**src/rtl/alu_dec_pkg.sv**
```systemverilog
// alu_dec_pkg: shared definitions for the RV32I ALU operation decoder.
//   - RV32I major opcode and funct7 constants
//   - alu_op_e: ALU operation codes
//   - dec_entry_t: one decoded instruction as held in the output buffer
// Configuration macro: ALU_DEC_ILLEGAL_EN adds an 'illegal' bit to each
// decoded entry; without it the entry carries no illegal storage.
package alu_dec_pkg;

  localparam int XLEN     = 32;
  localparam int ALU_OP_W = 4;

  localparam logic [6:0] OPC_OP     = 7'b0110011;
  localparam logic [6:0] OPC_OP_IMM = 7'b0010011;
  localparam logic [6:0] OPC_LOAD   = 7'b0000011;
  localparam logic [6:0] OPC_STORE  = 7'b0100011;
  localparam logic [6:0] OPC_BRANCH = 7'b1100011;

  localparam logic [6:0] F7_BASE = 7'b0000000;
  localparam logic [6:0] F7_ALT  = 7'b0100000;

  typedef enum logic [ALU_OP_W-1:0] {
    ALU_AND = 4'b0000,
    ALU_OR  = 4'b0001,
    ALU_ADD = 4'b0010,
    ALU_XOR = 4'b0101,
    ALU_SUB = 4'b0110,
    ALU_SLL = 4'b0111,
    ALU_EQ  = 4'b1000,
    ALU_NE  = 4'b1001,
    ALU_GE  = 4'b1010,
    ALU_LT  = 4'b1100,
    ALU_SRA = 4'b1110,
    ALU_SRL = 4'b1111
  } alu_op_e;

  typedef struct packed {
    alu_op_e         alu_op;
    logic [XLEN-1:0] imm;
    logic [4:0]      rs1;
    logic [4:0]      rs2;
    logic [4:0]      rd;
    logic            alu_src_imm;
    logic            reg_write;
    logic            is_branch;
`ifdef ALU_DEC_ILLEGAL_EN
    logic            illegal;
`endif
  } dec_entry_t;

endpackage

```
**src/rtl/alu_dec_comb.sv**
```systemverilog
// alu_dec_comb: purely combinational RV32I decode into a dec_entry_t.
// Ports:
//   instr  in   XLEN-bit instruction word
//   dec    out  decoded entry (ALU op, immediate, register indices, flags)
// Register index fields are always the raw instruction fields. Any
// unsupported encoding yields alu_op=0000 with imm, alu_src_imm,
// reg_write and is_branch all 0.
// Configuration macro: ALU_DEC_ILLEGAL_EN exposes the unsupported-encoding
// flag in dec.illegal.
module alu_dec_comb
  import alu_dec_pkg::*;
(
  input  logic [XLEN-1:0] instr,
  output dec_entry_t      dec
);

  logic [6:0]      opcode;
  logic [2:0]      funct3;
  logic [6:0]      funct7;
  logic            f7_base;
  logic            f7_alt;
  logic [XLEN-1:0] imm_i;
  logic [XLEN-1:0] imm_s;
  logic [XLEN-1:0] imm_b;

  alu_op_e         op;
  logic [XLEN-1:0] imm;
  logic            src_imm;
  logic            wr;
  logic            br;
  logic            bad;

  assign opcode  = instr[6:0];
  assign funct3  = instr[14:12];
  assign funct7  = instr[31:25];
  assign f7_base = (funct7 == F7_BASE);
  assign f7_alt  = (funct7 == F7_ALT);

  assign imm_i = {{(XLEN-12){instr[31]}}, instr[31:20]};
  assign imm_s = {{(XLEN-12){instr[31]}}, instr[31:25], instr[11:7]};
  assign imm_b = {{(XLEN-13){instr[31]}}, instr[31], instr[7], instr[30:25],
                  instr[11:8], 1'b0};

  always_comb begin
    op      = ALU_AND;
    imm     = '0;
    src_imm = 1'b0;
    wr      = 1'b0;
    br      = 1'b0;
    bad     = 1'b0;
    case (opcode)
      OPC_OP: begin
        wr = 1'b1;
        case (funct3)
          3'b000: begin
            op  = f7_alt ? ALU_SUB : ALU_ADD;
            bad = !(f7_base || f7_alt);
          end
          3'b101: begin
            op  = f7_alt ? ALU_SRA : ALU_SRL;
            bad = !(f7_base || f7_alt);
          end
          3'b111: begin op = ALU_AND; bad = !f7_base; end
          3'b110: begin op = ALU_OR;  bad = !f7_base; end
          3'b100: begin op = ALU_XOR; bad = !f7_base; end
          3'b001: begin op = ALU_SLL; bad = !f7_base; end
          3'b010: begin op = ALU_LT;  bad = !f7_base; end
          default: bad = 1'b1;
        endcase
      end
      OPC_OP_IMM: begin
        wr      = 1'b1;
        src_imm = 1'b1;
        imm     = imm_i;
        // Only the shift-immediates carry funct7 in the instruction; for the
        // rest those bits are part of the immediate and are not checked.
        case (funct3)
          3'b000: op = ALU_ADD;
          3'b111: op = ALU_AND;
          3'b110: op = ALU_OR;
          3'b100: op = ALU_XOR;
          3'b010: op = ALU_LT;
          3'b001: begin op = ALU_SLL; bad = !f7_base; end
          3'b101: begin
            op  = f7_alt ? ALU_SRA : ALU_SRL;
            bad = !(f7_base || f7_alt);
          end
          default: bad = 1'b1;
        endcase
      end
      OPC_LOAD: begin
        op      = ALU_ADD;
        src_imm = 1'b1;
        wr      = 1'b1;
        imm     = imm_i;
      end
      OPC_STORE: begin
        op      = ALU_ADD;
        src_imm = 1'b1;
        imm     = imm_s;
      end
      OPC_BRANCH: begin
        br  = 1'b1;
        imm = imm_b;
        case (funct3)
          3'b000:  op = ALU_EQ;
          3'b001:  op = ALU_NE;
          3'b100:  op = ALU_LT;
          3'b101:  op = ALU_GE;
          default: bad = 1'b1;
        endcase
      end
      default: bad = 1'b1;
    endcase

    if (bad) begin
      op      = ALU_AND;
      imm     = '0;
      src_imm = 1'b0;
      wr      = 1'b0;
      br      = 1'b0;
    end
  end

  always_comb begin
    dec             = '0;
    dec.alu_op      = op;
    dec.imm         = imm;
    dec.rs1         = instr[19:15];
    dec.rs2         = instr[24:20];
    dec.rd          = instr[11:7];
    dec.alu_src_imm = src_imm;
    dec.reg_write   = wr;
    dec.is_branch   = br;
`ifdef ALU_DEC_ILLEGAL_EN
    dec.illegal     = bad;
`endif
  end

endmodule

```
**src/rtl/alu_op_decoder.sv**
```systemverilog
// alu_op_decoder: RV32I ALU operation decoder with a 2-entry skid buffer.
// Instructions are decoded as they arrive; only decoded fields are buffered.
// Ports:
//   clk, reset                 clock, synchronous active-high reset
//   instr, in_valid, in_ready  upstream instruction handshake
//   flush                      drop all buffered entries (beats accept/pop)
//   out_valid, out_ready       downstream handshake
//   alu_op, imm, rs1, rs2, rd  decoded head entry
//   alu_src_imm, reg_write, is_branch, illegal   decoded head flags
// Configuration macro: ALU_DEC_ILLEGAL_EN enables the illegal output;
// without it illegal is tied low and not stored.
//
// state | meaning
// EMPTY | no entries, out_valid=0
// ONE   | head valid, tail free
// TWO   | head and tail valid, in_ready=0
module alu_op_decoder
  import alu_dec_pkg::*;
#(
  parameter int DATA_WIDTH    = 32,
  parameter int OPCODE_LENGTH = 4
) (
  input  logic                     clk,
  input  logic                     reset,
  input  logic [DATA_WIDTH-1:0]    instr,
  input  logic                     in_valid,
  output logic                     in_ready,
  input  logic                     flush,
  output logic                     out_valid,
  input  logic                     out_ready,
  output logic [OPCODE_LENGTH-1:0] alu_op,
  output logic [DATA_WIDTH-1:0]    imm,
  output logic [4:0]               rs1,
  output logic [4:0]               rs2,
  output logic [4:0]               rd,
  output logic                     alu_src_imm,
  output logic                     reg_write,
  output logic                     is_branch,
  output logic                     illegal
);

  typedef enum logic [1:0] {
    EMPTY = 2'd0,
    ONE   = 2'd1,
    TWO   = 2'd2
  } buf_state_e;

  buf_state_e state_q;
  buf_state_e state_nxt;
  logic       in_ready_q;
  dec_entry_t dec;
  dec_entry_t head_q;
  dec_entry_t tail_q;
  logic       accept;
  logic       pop;
  logic       load_head;
  logic       load_tail;
  logic       shift_tail;

  alu_dec_comb u_dec (
    .instr (instr[XLEN-1:0]),
    .dec   (dec)
  );

  assign accept = in_valid && in_ready_q;
  assign pop    = out_valid && out_ready;

  always_comb begin
    state_nxt  = state_q;
    load_head  = 1'b0;
    load_tail  = 1'b0;
    shift_tail = 1'b0;
    if (flush) begin
      state_nxt = EMPTY;
    end else begin
      case (state_q)
        EMPTY: begin
          if (accept) begin
            load_head = 1'b1;
            state_nxt = ONE;
          end
        end
        ONE: begin
          if (accept && pop) begin
            load_head = 1'b1;
          end else if (accept) begin
            load_tail = 1'b1;
            state_nxt = TWO;
          end else if (pop) begin
            state_nxt = EMPTY;
          end
        end
        TWO: begin
          // in_ready is low here, so only a pop can happen.
          if (pop) begin
            shift_tail = 1'b1;
            state_nxt  = ONE;
          end
        end
        default: state_nxt = EMPTY;
      endcase
    end
  end

  always_ff @(posedge clk) begin
    if (reset) begin
      state_q    <= EMPTY;
      in_ready_q <= 1'b0;
    end else begin
      state_q    <= state_nxt;
      in_ready_q <= (state_nxt != TWO);
    end
  end

  always_ff @(posedge clk) begin
    if (reset) begin
      head_q <= '0;
      tail_q <= '0;
    end else begin
      if (load_head) begin
        head_q <= dec;
      end else if (shift_tail) begin
        head_q <= tail_q;
      end
      if (load_tail) begin
        tail_q <= dec;
      end
    end
  end

  assign in_ready    = in_ready_q;
  assign out_valid   = (state_q != EMPTY);
  assign alu_op      = OPCODE_LENGTH'(head_q.alu_op);
  assign imm         = DATA_WIDTH'(head_q.imm);
  assign rs1         = head_q.rs1;
  assign rs2         = head_q.rs2;
  assign rd          = head_q.rd;
  assign alu_src_imm = head_q.alu_src_imm;
  assign reg_write   = head_q.reg_write;
  assign is_branch   = head_q.is_branch;
`ifdef ALU_DEC_ILLEGAL_EN
  assign illegal     = head_q.illegal;
`else
  assign illegal     = 1'b0;
`endif

endmodule

```
**config.mk**
```make
export PLATFORM = sky130hd
export DESIGN_NAME = alu_op_decoder
export DESIGN_NICKNAME = d
export VERILOG_FILES = /design/src/rtl/alu_dec_pkg.sv /design/src/rtl/alu_dec_comb.sv /design/src/rtl/alu_op_decoder.sv
export SDC_FILE = /design/constraint.sdc
export NUM_CORES = 1
export LEC_CHECK = 0
export ABC_AREA = 1
export BUFFER_PORTS_ARGS = -buffer_cell sky130_fd_sc_hd__buf_4
export CAP_MARGIN = 20
export CORE_ASPECT_RATIO = 0.5
export CORE_MARGIN = 5
export CORE_UTILIZATION = 30
export CTS_CLUSTER_DIAMETER = 100
export DETAILED_ROUTE_END_ITERATION = 10
export SLEW_MARGIN = 20
export SYNTH_ARGS = -nofsm -noshare
export SYNTH_HDL_FRONTEND = slang
export SYNTH_HIERARCHICAL = 1
export SYNTH_SLANG_ARGS = --single-unit
export TNS_END_PERCENT = 5
```
**constraint.sdc**
```tcl
create_clock -name clk -period 3.3 [get_ports clk]
set_input_delay 0.825 -clock clk [delete_from_list [all_inputs] [get_ports clk]]
set_output_delay 0.825 -clock clk [all_outputs]
set_load 0.02 [all_outputs]
```
==> results.toml <==
[cells_and_area]
drive_gt1_frac = 0.1710
fin_area_um2 = 6910
syn2layout_area_growth_pct = 14.87
n_antenna_cell = 0
final_cell_mix = "nand3_1 (165), nand2_1 (151), nor2_1 (139), dfxtp_1 (111), buf_4 (105)"
nFillCells = 2090
layout_commonest_cell = "nand3_1"
nNetsFinal = 956

[placed_design]
io_buffers = 92
place_area_um2 = 6556
gp_congestion = 0.8341
place.detailed.hpwl_um = 10940

[detailed_routing]
dr.pass1.iters = 5
final_antenna_net_count = 0
drt_iter0_markers = 342
wirelength_um = 16840
via_per_inst = 4.646
wire_per_inst_um = 14.15
vias = 5529
drcViolationCount = 0

[die]
fp.coreArea_um2 = 19590
rows = 36
die_h_um = 110.1
fp.dieW_um = 210.3
start_util = 0.3070
dieArea_um2 = 23160
io_pins = 94

[pwr]
internal_power_w = 0.002287
leakagePower_nw = 2.827
p_seq_frac = 0.458
p_sw_w = 0.0007811
combinationalPowerShare = 0.122
ir_worst_vdd_mv = 0.2546
cellPowerDensity_nw_per_um2 = 444.0
p_clk_frac = 0.421
p_sw_frac = 0.2546

[worst_hold_path]
min_path_type = "reg -> reg"

[logic_synthesis]
synth_nets = 937
netlist_area_um2 = 6016
yosys_warnings = 6
yosysSeqAreaShare = 0.3694
ys_ff_latch = 111
avgSynthCellArea_um2 = 6.684
syn_inst = 900
netlist-cell-type-count = 26

[timing]
setup_viol = 0
rsz0062_at_grt = "no"
slew_headroom = 0.4620
drv_slew = 0
finalCriticalPeriod_ns = 2.412
fmax_mhz = 414.7
post-route-period-util = 0.7308
hold_violations = 0
tightest_slew_ns = 0.8061
fin_skew_ns = 0.009473
tns_ns = 0

[clock_network]
cts_tree = "built"
cts.htree.levels = 3
post_cts_buffers = 0
cts_hold_buf = 0
clk_path_buf_depth = 2
cts_buffers = 9
ctsResizeCount = 0
clock-root-buffer = "clkbuf_16"
clkTransAtPathRegs_ns = 0.08
clk_latency_ns = 0.35
clock-sinks = 111

[global_routing]
antenna_found_initial = 0
grt_max_degree = 67
track_usage = 0.1430
grt_pass1_wl_um = 26970
grt_overflow_total = 0
grt_pass1_vias = 5054

[setup_path]
cp-start-kind = "input port"
cp_slowest_cell = "buf_4"
required_ns = 3.58
worstPathMaxFanout = 40
arrival_ns = 2.69
cp_num_buf_inv = 4
cp_slowest_stage_delay_ns = 0.36
path_cells = "buf_4 > nor2_2 > nand3_2 > nor2_4 > inv_2 > o22ai_2 > nand3_4 > nor2_2 > buf_4 > inv_1 > nand3_1 > nand2_1 > a21oi_1"
crit_family = "simple AND/OR/NAND/NOR gates"
critical_path_class = "in -> reg"
end_kind = "register"

[outcome]
outcome = "finished clean"

[flow_run]
maxCapViolCount = 0
==> registers in the layout, summed over array words and instances (netlist names) <==
register / cells
in_ready: 1
rs2: 5
tail_q: 54
reg_write: 1
rd: 5
is_branch: 1
alu_op: 4
state_q: 2
rs1: 5
alu_src_imm: 1
imm: 32
==> through the flow <==
stage	utilization	hold slack, ns	power, W	std cells	setup slack [ns]
detailed placement	0.3346	0.4718	0.001815	1174	0.5124
floorplan	-	0.4547	0.001674	900	0.5182
global route	0.3527	0.5045	0.003195	1190	0.6631
global placement	0.3346	0.4618	0.001810	1174	0.5882
CTS	0.3527	0.4887	0.003103	1190	0.8779
finish	0.3527	0.4851	0.003068	1190	0.8884
==> cell usage after synthesis <==
cell,count,area share
nand2_2,3,0.0031
o22ai_2,1,0.0021
dfxtp_1,111,0.37
nor2_1,140,0.087
clkinv_2,1,0.00083
inv_2,3,0.0019
buf_4,39,0.049
nor2_4,14,0.026
conb_1,1,0.00062
nor2_2,4,0.0042
a22oi_1,4,0.0050
inv_1,73,0.046
o21ai_0,58,0.048
a21oi_1,61,0.051
buf_12,1,0.0033
nand3_4,2,0.0058
nor3_4,1,0.0027
nand2_1,152,0.095
nand3_2,1,0.0017
buf_6,9,0.017
buf_2,23,0.019
clkbuf_1,27,0.017
nor3_1,3,0.0025
nand3_1,165,0.14
o21ai_2,1,0.0015
nand2_4,2,0.0037
==> path summary, 6_finish.rpt <==
path,start,endpoint,slack [ns],cells past startpoint
worst max-delay path,instr[3],imm[30],0.89,13
worst min-delay path,tail_q[51],tail_q[51],0.49,2
worst max register to register,state_q[0],tail_q[14],1.40,5
worst min register to register,tail_q[51],tail_q[51],0.49,2
==> layer usage <==
layer | wire (um) | vias up | track usage | part of all wire
met1 | 7776 | 2545 | 0.1890 | 0.46
met5 | 0 | - | 0 | 0
li1 | - | 2880 | - | -
met4 | 114 | 0 | 0.03118 | 0.0068
met2 | 8023 | 96 | 0.2412 | 0.48
met3 | 927 | 8 | 0.03336 | 0.055
==> logic make-up after synthesis <==
| family | Yosys count | share of synthesized area |
|---|---|---|
| AOI/OAI and AO/OA | 125 | 0.1075 |
| buffers and inverters | 176 | 0.1531 |
| DFF | 111 | 0.3694 |
| other | 1 | 0.0006234 |
| and+or+nand+nor | 487 | 0.3694 |
==> power by group through the flow <==
stage                     logic, W  registers (W)  clock network, W
final                     0.000373        0.00140           0.00129
after global routing      0.000413        0.00141           0.00137
after CTS                 0.000378        0.00141           0.00132
after detailed placement  0.000377        0.00144                 0
after global placement    0.000374        0.00144                 0
after floorplan           0.000201        0.00147                 0
==> final cells by class <==
| cell class | instances | area (um2) | share of cell area |
|---|---|---|---|
| sequential | 111 | 2222 | 0.3216 |
| tap | 266 | 332.8 | 0.04816 |
| clock buffer | 10 | 239.0 | 0.03458 |
| multi-input combinational | 613 | 2883 | 0.4172 |
| clock inverter | 6 | 115.1 | 0.01666 |
| inverter | 77 | 290.3 | 0.04201 |
| timing repair buffer | 107 | 828.3 | 0.1199 |
==> worst register-to-register path: cells and delay by family (launching register included) <==
kind / cells / cell delay [ns]
AND/OR/NAND/NOR: 3 / 0.51
flip-flops: 1 / 0.54
AO/OA/AOI/OAI: 1 / 0.13
buffers and inverters: 1 / 0.62
Note: power is estimated with default switching activity, not from simulation.
